==> src/rtl/linebuf_window_ctrl.sv <==
// Column/row sequencer for two cascaded line buffers feeding 3x3 window filters.
// Tracks raw capture timing, drives the buffer enable and address, and flags complete windows.
module linebuf_window_ctrl #(
  parameter int unsigned NO_OF_COLS = 320,
  parameter int unsigned NO_OF_ROWS = 240,
  parameter int unsigned COL_W      = $clog2(NO_OF_COLS),
  parameter int unsigned ROW_W      = $clog2(NO_OF_ROWS)
) (
  input  logic             i_clk,
  input  logic             i_rst,
  input  logic             i_frame_start,
  input  logic             i_pix_valid,
  output logic             o_buf_en,
  output logic [COL_W-1:0] o_col_addr,
  output logic [ROW_W-1:0] o_row_cnt,
  output logic             o_win_valid,
  output logic             o_line_done,
  output logic             o_frame_done,
  output logic             o_busy,
  output logic             o_proto_err
);

  localparam logic [COL_W-1:0] LAST_COL = COL_W'(NO_OF_COLS - 1);
  localparam logic [ROW_W-1:0] LAST_ROW = ROW_W'(NO_OF_ROWS - 1);
  // A 3x3 window needs two earlier rows and two earlier columns in the buffers.
  localparam int unsigned      WIN_LAG  = 2;

  typedef enum logic [1:0] {StIdle, StActive, StLineGap, StDone} state_t;

  state_t           r_state;
  logic [COL_W-1:0] r_col;
  logic [ROW_W-1:0] r_row;
  logic             r_buf_en;
  logic [COL_W-1:0] r_col_addr;
  logic [ROW_W-1:0] r_row_cnt;
  logic             r_win_valid;
  logic             r_line_done;
  logic             r_frame_done;
  logic             r_busy;
  logic             r_proto_err;

  state_t           w_state_d;
  logic [COL_W-1:0] w_col_d;
  logic [ROW_W-1:0] w_row_d;
  logic             w_accept;
  logic             w_proto_err_d;
  logic             w_in_frame;
  logic             w_last_col;
  logic             w_last_row;

  assign w_in_frame = (r_state == StActive) || (r_state == StLineGap);
  assign w_last_col = (r_col == LAST_COL);
  assign w_last_row = (r_row == LAST_ROW);

  always_comb begin
    w_state_d     = r_state;
    w_col_d       = r_col;
    w_row_d       = r_row;
    w_accept      = 1'b0;
    w_proto_err_d = r_proto_err;
    if (i_frame_start) begin
      // A restart mid-frame or a colliding pixel is an error; otherwise the flag clears.
      w_state_d     = StActive;
      w_col_d       = '0;
      w_row_d       = '0;
      w_proto_err_d = w_in_frame || i_pix_valid;
    end else begin
      if (i_pix_valid) begin
        if (w_in_frame) begin
          w_accept = 1'b1;
          if (w_last_col) begin
            w_col_d = '0;
            if (w_last_row) begin
              w_row_d   = '0;
              w_state_d = StDone;
            end else begin
              w_row_d   = r_row + ROW_W'(1);
              w_state_d = StLineGap;
            end
          end else begin
            w_col_d   = r_col + COL_W'(1);
            w_state_d = StActive;
          end
        end else begin
          w_proto_err_d = 1'b1;
        end
      end
      if (r_state == StDone) begin
        w_state_d = StIdle;
      end
    end
  end

  always_ff @(posedge i_clk) begin
    if (i_rst) begin
      r_state      <= StIdle;
      r_col        <= '0;
      r_row        <= '0;
      r_buf_en     <= 1'b0;
      r_col_addr   <= '0;
      r_row_cnt    <= '0;
      r_win_valid  <= 1'b0;
      r_line_done  <= 1'b0;
      r_frame_done <= 1'b0;
      r_busy       <= 1'b0;
      r_proto_err  <= 1'b0;
    end else begin
      r_state      <= w_state_d;
      r_col        <= w_col_d;
      r_row        <= w_row_d;
      r_buf_en     <= w_accept;
      if (w_accept) begin
        r_col_addr <= r_col;
        r_row_cnt  <= r_row;
      end
      r_win_valid  <= w_accept && (r_row >= ROW_W'(WIN_LAG)) && (r_col >= COL_W'(WIN_LAG));
      r_line_done  <= w_accept && w_last_col;
      r_frame_done <= w_accept && w_last_col && w_last_row;
      // Covers the DONE cycle so busy drops the cycle after frame_done.
      r_busy       <= (w_state_d != StIdle);
      r_proto_err  <= w_proto_err_d;
    end
  end

  assign o_buf_en     = r_buf_en;
  assign o_col_addr   = r_col_addr;
  assign o_row_cnt    = r_row_cnt;
  assign o_win_valid  = r_win_valid;
  assign o_line_done  = r_line_done;
  assign o_frame_done = r_frame_done;
  assign o_busy       = r_busy;
  assign o_proto_err  = r_proto_err;

endmodule
==> config.mk <==
export PLATFORM = sky130hd
export DESIGN_NAME = linebuf_window_ctrl
export DESIGN_NICKNAME = d
export VERILOG_FILES = /design/src/rtl/linebuf_window_ctrl.sv
export SDC_FILE = /design/constraint.sdc
export NUM_CORES = 1
export LEC_CHECK = 0
export BUFFER_PORTS_ARGS = -buffer_cell sky130_fd_sc_hd__buf_2
export CORE_ASPECT_RATIO = 1.5
export CORE_MARGIN = 2
export CORE_UTILIZATION = 51
export CTS_CLUSTER_DIAMETER = 200
export DETAILED_ROUTE_END_ITERATION = 10
export GPL_TIMING_DRIVEN = 0
export HOLD_SLACK_MARGIN = 0.03
export PLACE_DENSITY = 0.77
export REMOVE_ABC_BUFFERS = 1
export SYNTH_ARGS = -nofsm -noshare
export SYNTH_HDL_FRONTEND = slang
export SYNTH_SLANG_ARGS = --single-unit
==> constraint.sdc <==
create_clock -name i_clk -period 4.27 [get_ports i_clk]
set_clock_uncertainty 0.15 [all_clocks]
set_input_delay 0.2135 -clock i_clk [delete_from_list [all_inputs] [get_ports i_clk]]
set_output_delay 0.2135 -clock i_clk [all_outputs]
set_load 0.05 [all_outputs]
* Yosys cells after proc, flatten, opt, wreduce, memory -nomap -nowiden
Index checks and enable logic that the tools add are counted.
** Operators by class
- Order comparisons :: 2
- Reduce and logical (&&, ||, !) cells :: 12
- Eq/ne operators :: 6
- Muxes and demuxes :: 14
- Add/subtract/negate cells :: 2
** Operators with widths (number)
- $mux 2 :: 5
- $add 9x1->9 const B :: 1
- $eq 9x9->1 const B :: 1
- $ge 9x2->1 const B :: 1
- $mux 9 :: 1
- $add 8x1->8 const B :: 1
- $eq 8x8->1 const B :: 1
- $ge 8x2->1 const B :: 1
- $mux 8 :: 1
- $mux 1 :: 7
- $eq 2x2->1 const B :: 2
- $logic_and 1x1->1 :: 4
- $reduce_and 2->1 :: 2
- $reduce_bool 2->1 :: 2
- $reduce_and 3->1 :: 1
- $eq 2x1->1 const B :: 1
- $logic_or 1x1->1 :: 2
- $ne 2x2->1 const B :: 1
- $reduce_or 2->1 :: 1
** Word-level totals
- Word-level logic and storage cells :: 47
- Output and inout port bits :: 23
- Flip-flop bits (word level) :: 42
- Input bits :: 4

* Longest topological paths before layout
Gate-level depths: netlist of run 1.
- Word-level depth :: 8
- Gate-level depth with buffers :: 8
- Mapped depth without buffers :: 5

* Worst setup path after synthesis of run 1
OpenSTA, ideal clock, no wires.
- Path kind :: flip-flop to flip-flop
- Start point :: register r_state[0]
- End point :: register r_row[7]
- Clock period less this slack :: 2.254 ns
- Setup time :: 0.070 ns
- Setup slack :: 2.016 ns
- Stages on the path, launching flop included :: 7
- Required time :: 4.050 ns
- Path buffers :: 1
- Arrival :: 2.034 ns
- Cells stage by stage :: dfxtp_1 > ha_1 > nand4_1 > or3_1 > clkbuf_2 > or4_1 > a21oi_1
** On the way
- Cells in the longest elaborated chain, start to end :: 3
- Elaborated cells between the ends (all ways) :: 4
- Those cells by class :: eq/ne: 2; reduce/logical: 2
** Ends and longest elaborated chain
- start: declaration :: line 30 : state_t r_state;
- start signal: assignment :: line 96 : r_state <= StIdle;
- start signal: assignment :: line 108 : r_state <= w_state_d;
- $eq 2x1->1 or $eq 2x2->1 (tied branches) :: line 51 : assign w_in_frame = (r_state == StActive) || (r_state == StLineGap);
- $logic_or 1x1->1 * :: line 51
- $reduce_and 3->1 (no source line) *
- end signal: assignment :: line 110 : r_row <= w_row_d;
- end: declaration :: line 32 : logic [ROW_W-1:0] r_row;
Every way passes the cells marked *; elsewhere a longest branch is shown, timed or not.
A chain may end at the register's enable or synchronous reset.

* Worst setup path after layout of run 1
- Start point :: register r_state[1]
- End point :: register r_row[7]
Same word-level chain as after synthesis.

==> qor.txt, run 1 <==
Via density = 5.43
Worst setup EP type = flip-flop
# setup viols final = 0
Post-synthesis mux area share = 0.0112
Post-synth EDFFs = 0
Initial DRT Pass Iterations = 4
Largest family of logic cells by synthesized area = simple AND/OR/NAND/NOR gates
Top-count cell post-synth = nand2_1
Cts hold-fix bufs = 0
Setup TNS = 0 ns
Syn Std Cell Area = 1780 um^2
GRT Util Overall = 0.204
Die Y = 76.4 um
FMAX = 0.398 GHz
WL/cell = 12.6 um
Adder-cell share of the synthesized area = 0.0351
Clock Path Buffers = 2
Synth area leader = dfxtp_1
Primary FF master, synth = dfxtp_1
Netlist cell types = 30
Final period util = 0.588
Post-synthesis xor/xnor area fraction = 0.0442
Leak pwr = 0.772 nW
Clock transition at path regs = 0.08 ns
Later-pin clock latency in the skew report = 0.29 ns
Power per cell area = 361 nW/um^2
Vias in the first global route = 1,392
Core Region = 3380 um^2
Largest net degree at the start of global routing = 23
# resized after CTS = 0
Design Area, Final = 2030 um^2
Starting Density = 0.527
Max incr delay on CP = 0.56 ns
Post-CTS setup buffers = 0
Rel. slew slack = 0.284
HP Class = input pin to flip-flop
Hold_ws = 0.128 ns
Final Max Tran Viols = 0
Crit-path cells = ha_1 > nand4_1 > or3_1 > or4_1 > a21oi_1
WP data required = 4.35 ns
Slew @ Worst Pin = 1.07 ns
Main area contributors after synthesis = dfxtp_1 (47%), nand2_1 (9.1%), a21oi_1 (7.0%)
Clock Sinks = 42
Ys Warns = 0
Row count = 26
Maximum vdd drop = 0.000240 V
TritonCTS Buffers = 5
Clock root buffer = clkbuf_8
MaxCap Viol Count = 0
Critical path fanouts, max = 9
Grt ovf = 0
Worst path arrival time = 2.59 ns
Dpl ws = 1.83 ns
Worst setup margin = 1.76 ns
Simple-gate share of the synthesized area = 0.285
Placed cells = 273
Placed Instance Area = 1920 um^2
Total Wirelength = 3.55 mm
Post-route insts no fill = 281
CTS tree = yes
Sequential area share after synthesis = 0.472
RD Place Congestion = 0.843
Die area = 3990 um^2
Die width = 52.3 um
CP max-delay cell = or3_1
H-tree lvl count = 2
FFs w/ async S/R, synth = 0
Setup CP Type = flip-flop to flip-flop
First-pass GRT wire length = 6.19 mm
Status = finished clean
Share of the synthesized area in the top cell type = 0.472
# diodes = 0
Residual DRC count = 0
Worst setup SP type = flip-flop
IO Port Bufs = 26
Layout area overhead = 13.8%
Fillcell total = 328
Tmin final = 2.51 ns
Final ANT Viol Nets = 0
Iter 0 DRT Violations = 37
Post-synthesis compound-gate area fraction = 0.116
#FFs+latches synth = 42
Synth top cells by count = nand2_1 (43), dfxtp_1 (42), a21oi_1 (25)
Nets = 247
Mapped Cells = 217
Routed vias = 1,527
Total I/O pin count = 27
Post-DP HPWL = 2.47 mm
Initial antenna violation count = 0
Hold Violations, Final = 0
RSZ-0062 raised after global routing = no
Layout cell share with drive strength beyond 1 = 0.151
Mean post-synth cell area = 8.21 um^2
-- cells by family (layout without fill, tap and decap cells) --
family          after synthesis  count (layout)
compound gates               37              37
buf+inv                      17              39
mux                           2               2
fa+ha+maj                     5               5
flops                        42              42
xor+xnor                      9               9
simple gates                105             105
-- metrics by stage --
step	util	total power [mW]
after global placement	0.567	0.436
after detailed placement	0.567	0.436
final	0.599	0.731
after CTS	0.599	0.739
after global routing	0.599	0.760
after floorplan	-	0.425
-- final timing paths --
path / startpoint / endpoint / slack (ns) / cells after the start
setup reg to reg: r_state[1] / r_row[7] / 1.76 / 5
hold / removal: i_pix_valid / o_proto_err / 0.13 / 3
setup / recovery: r_state[1] / r_row[7] / 1.76 / 5
hold reg to reg: o_col_addr[4] / o_col_addr[4] / 0.30 / 2
-- power breakdown --
group / switching [mW] / leakage (nW) / internal, mW / total (mW)
registers: 0.00160 / 0.339 / 0.394 / 0.396
logic: 0.0237 / 0.375 / 0.00776 / 0.0314
clock network: 0.132 / 0.0579 / 0.172 / 0.304
total: 0.157 / 0.772 / 0.574 / 0.731
-- cells in the final DEF (no fill, tap or decap) --
master	synthesis	layout
a21oi_1	25	25
a31oi_1	1	1
and2_1	2	2
and3_1	4	4
and4_1	1	1
buf_2	0	26
bufinv_16	0	1
clkbuf_8	0	5
clkinv_2	0	2
dfxtp_1	42	42
ha_1	5	5
inv_1	5	5
mux2i_1	2	2
nand2_1	43	43
nand2b_1	2	2
nand3_1	9	9
nand4_1	5	5
nor2_1	16	16
nor2b_1	3	3
nor3_1	3	3
nor4_1	6	6
nor4b_1	1	1
o21ai_0	4	4
o21bai_1	2	2
o311a_1	1	1
o31ai_1	4	4
or2_2	1	1
or3_1	5	5
or3b_4	1	1
or4_1	3	3
xnor2_1	6	6
xor2_1	3	3
-- area by class of cell --
cell class,instances,area [um^2],area share
multi-input cells,158,876,0.432
flip-flops and latches,42,841,0.415
repair buffers,26,130,0.0642
clock buffers,5,68.8,0.0340
well taps,42,52.6,0.0259
clock inverters,3,40.0,0.0198
inverters,5,18.8,0.00926
-- worst max-delay path, delay by kind of cell, from the launching register on --
family,cells,cell delay [ns]
compound gates,1,0.15
fa+ha+maj,1,0.38
flops,1,0.34
simple gates,3,1.42
-- state kept, by name (all words and copies together), names as in the netlist --
signal        flops
o_col_addr        9
r_col             9
o_row_cnt         8
r_row             8
r_state           2
o_buf_en          1
o_busy            1
o_frame_done      1
o_line_done       1
o_proto_err       1
o_win_valid       1
-- routing by layer --
metal / up-vias / GRT usage / part of all wire
met5: - / 0 / 0
met4: 0 / 0.0846 / 0.018
met3: 6 / 0.0569 / 0.045
met2: 36 / 0.337 / 0.51
met1: 698 / 0.244 / 0.43
li1: 787 / - / -
(Power assumes the default switching activity.)
==> inputs of run 2 (changes only) <==
- clock period: 4.27 -> 2.4 ns (I/O delays scaled with it)
==> run 2 against run 1 <==
  * Final cell count grew 0.71%
  * Register-to-register slack worse by 1.7 ns
  * Fmax is 8.8% higher
  * First-iteration DRC count up 22%
  * Sequential share of layout area is 0.36 points lower
  * Combinational power up 79%
  * Flip-flop and latch count did not move
  * Critical path depth unchanged
  * Critical path type unchanged
==> qor.txt, run 2 (synthesis results as in run 1) <==
Most common cell after layout, fill and taps aside = nand2_1
Worst setup margin = 0.0907 ns (-1.67 ns)
Final Max Tran Viols = 0 (unchanged)
Starting Density = 0.527 (unchanged)
H-tree lvl count = 2 (unchanged)
Row count = 26 (unchanged)
Vias in the first global route = 1,400 (+0.57%)
Crit-path cells = ha_1 > nand4_1 > or3_1 > or4_1 > a21oi_1
IO Port Bufs = 26 (unchanged)
Power per cell area = 637 nW/um^2 (+77%)
Clock Path Buffers = 2 (unchanged)
First-pass GRT wire length = 6.20 mm (+0.11%)
Layout area overhead = 14.7%
Rel. slew slack = 0.562 (+0.278)
Total chip power = 1.30 mW (+78%)
Buf/Inv on CP = 0 (unchanged)
Setup TNS = 0 ns (unchanged)
Critical path fanouts, max = 6 (-3)
Tmin final = 2.31 ns (-0.203 ns)
Fillcell total = 328 (unchanged)
RD Place Congestion = 0.843 (unchanged)
Setup CP Type = flip-flop to flip-flop
Via density = 5.46 (+0.46%)
# diodes = 0 (unchanged)
Die Y = 76.4 um (unchanged)
WP data required = 2.48 ns (-1.87 ns)
Leak pwr = 0.780 nW (+1.0%)
Worst setup SP type = flip-flop
CTS tree = yes
Residual DRC count = 0 (unchanged)
CP max-delay cell = or4_1
Nets = 249 (+0.81%)
Status = finished clean
Total I/O pin count = 27 (unchanged)
Met1 WL = 1.51 mm (-0.99%)
Initial DRT Pass Iterations = 4 (unchanged)
Clock root buffer = clkbuf_8
FMAX = 0.433 GHz (+8.8%)
Grt ovf = 0 (unchanged)
Iter 0 DRT Violations = 45 (+22%)
Cts hold-fix bufs = 0 (unchanged)
Initial antenna violation count = 0 (unchanged)
Max incr delay on CP = 0.53 ns (-0.03 ns)
Maximum vdd drop = 0.000441 V (+83%)
WL/cell = 12.6 um (-0.45%)
Metal2 WL = 1.82 mm (+0.55%)
Worst setup EP type = flip-flop
GRT Util Overall = 0.205 (+0.000392)
Later-pin clock latency in the skew report = 0.29 ns (about the same)
Met3 wire length = 177 um (+11%)
Top Layer Used = met4
Core Region = 3380 um^2 (unchanged)
TritonCTS Buffers = 5 (unchanged)
MaxCap Viol Count = 0 (unchanged)
Slew @ Worst Pin = 0.656 ns (-0.414 ns)
Die area = 3990 um^2 (unchanged)
Hold Startpoint = i_pix_valid
Clock transition at path regs = 0.08 ns (about the same)
Largest net degree at the start of global routing = 23 (unchanged)
Total Wirelength = 3.56 mm (+0.25%)
Critical path origin = r_state[1]
Most frequent cells in the layout = nand2_1 (43), dfxtp_1 (42), buf_2 (26)
Layout cell share with drive strength beyond 1 = 0.162 (+0.0112)
Clock Sinks = 42 (unchanged)
Final period util = 0.962 (+0.374)
R2r startpoint = r_state[1]
Routed vias = 1,545 (+1.2%)
Worst path arrival time = 2.39 ns (-0.20 ns)
RSZ-0062 raised after global routing = no
Hold Violations, Final = 0 (unchanged)
# setup viols final = 0 (unchanged)
Final ANT Viol Nets = 0 (unchanged)
HP Class = input pin to flip-flop
Dpl ws = -0.0385 ns (-1.87 ns)
Die width = 52.3 um (unchanged)
Post-DP HPWL = 2.47 mm (unchanged)
CP top delay family = simple AND/OR/NAND/NOR gates
[run 2: cell count changes in the layout (fill, tap and decap cells not counted)]
cell / delta
buf_4: +2
nor2_1: -1
nor2_2: +1
o21ai_0: -1
o21ai_1: +1
[run 2: tightest hold or removal path: stages]
cell and delay, ns:
buf_2 0.12, mux2i_1 0.07, a21oi_1 0.13
[run 2: routing by layer]
metal  vias to the layer above  track usage
met5                         -            0
met4                         0       0.0846
met3                         6       0.0569
met2                        38        0.338
met1                       711        0.244
li1                        790            -
[run 2: power breakdown]
group / internal (mW) / switching [mW]
Clock: 0.306 / 0.236
Combinational: 0.0140 / 0.0422
Sequential: 0.701 / 0.00281
[run 2: per-stage QoR]
| step | area (um^2) | hold slack [ns] | util | std cells |
|---|---|---|---|---|
| final | 2040 | 0.0371 | 0.604 | 283 |
| after global routing | 2040 | 0.0946 | 0.604 | 283 |
| after CTS | 2040 | 0.0329 | 0.604 | 283 |
| after detailed placement | 1920 | 0.295 | 0.567 | 273 |
| after global placement | 1920 | 0.289 | 0.567 | 273 |
| after floorplan | 1740 | 0.0391 | - | 205 |
[run 2: layout make-up]
cell class	count	area, um^2	area share
clock buffers	5	68.8	0.0337
inverters	5	18.8	0.00918
clock inverters	3	40.0	0.0196
multi-input cells	158	878	0.430
flip-flops and latches	42	841	0.411
repair buffers	28	145	0.0710
well taps	42	52.6	0.0257
[run 2: final timing paths]
check,to,slack (ns),cells past startpoint
worst max register to register,r_row[7],0.09,5
worst min register to register,o_col_addr[4],0.30,2
worst min-delay path,o_proto_err,0.04,3
worst max-delay path,r_row[7],0.09,5
[run 2: timing repair]
item	4_1_cts	5_1_grt
pin swaps	1	0
gates resized for setup	0	2
cloned	0	0
setup endpoints to repair	6	18
setup buffers	2	0
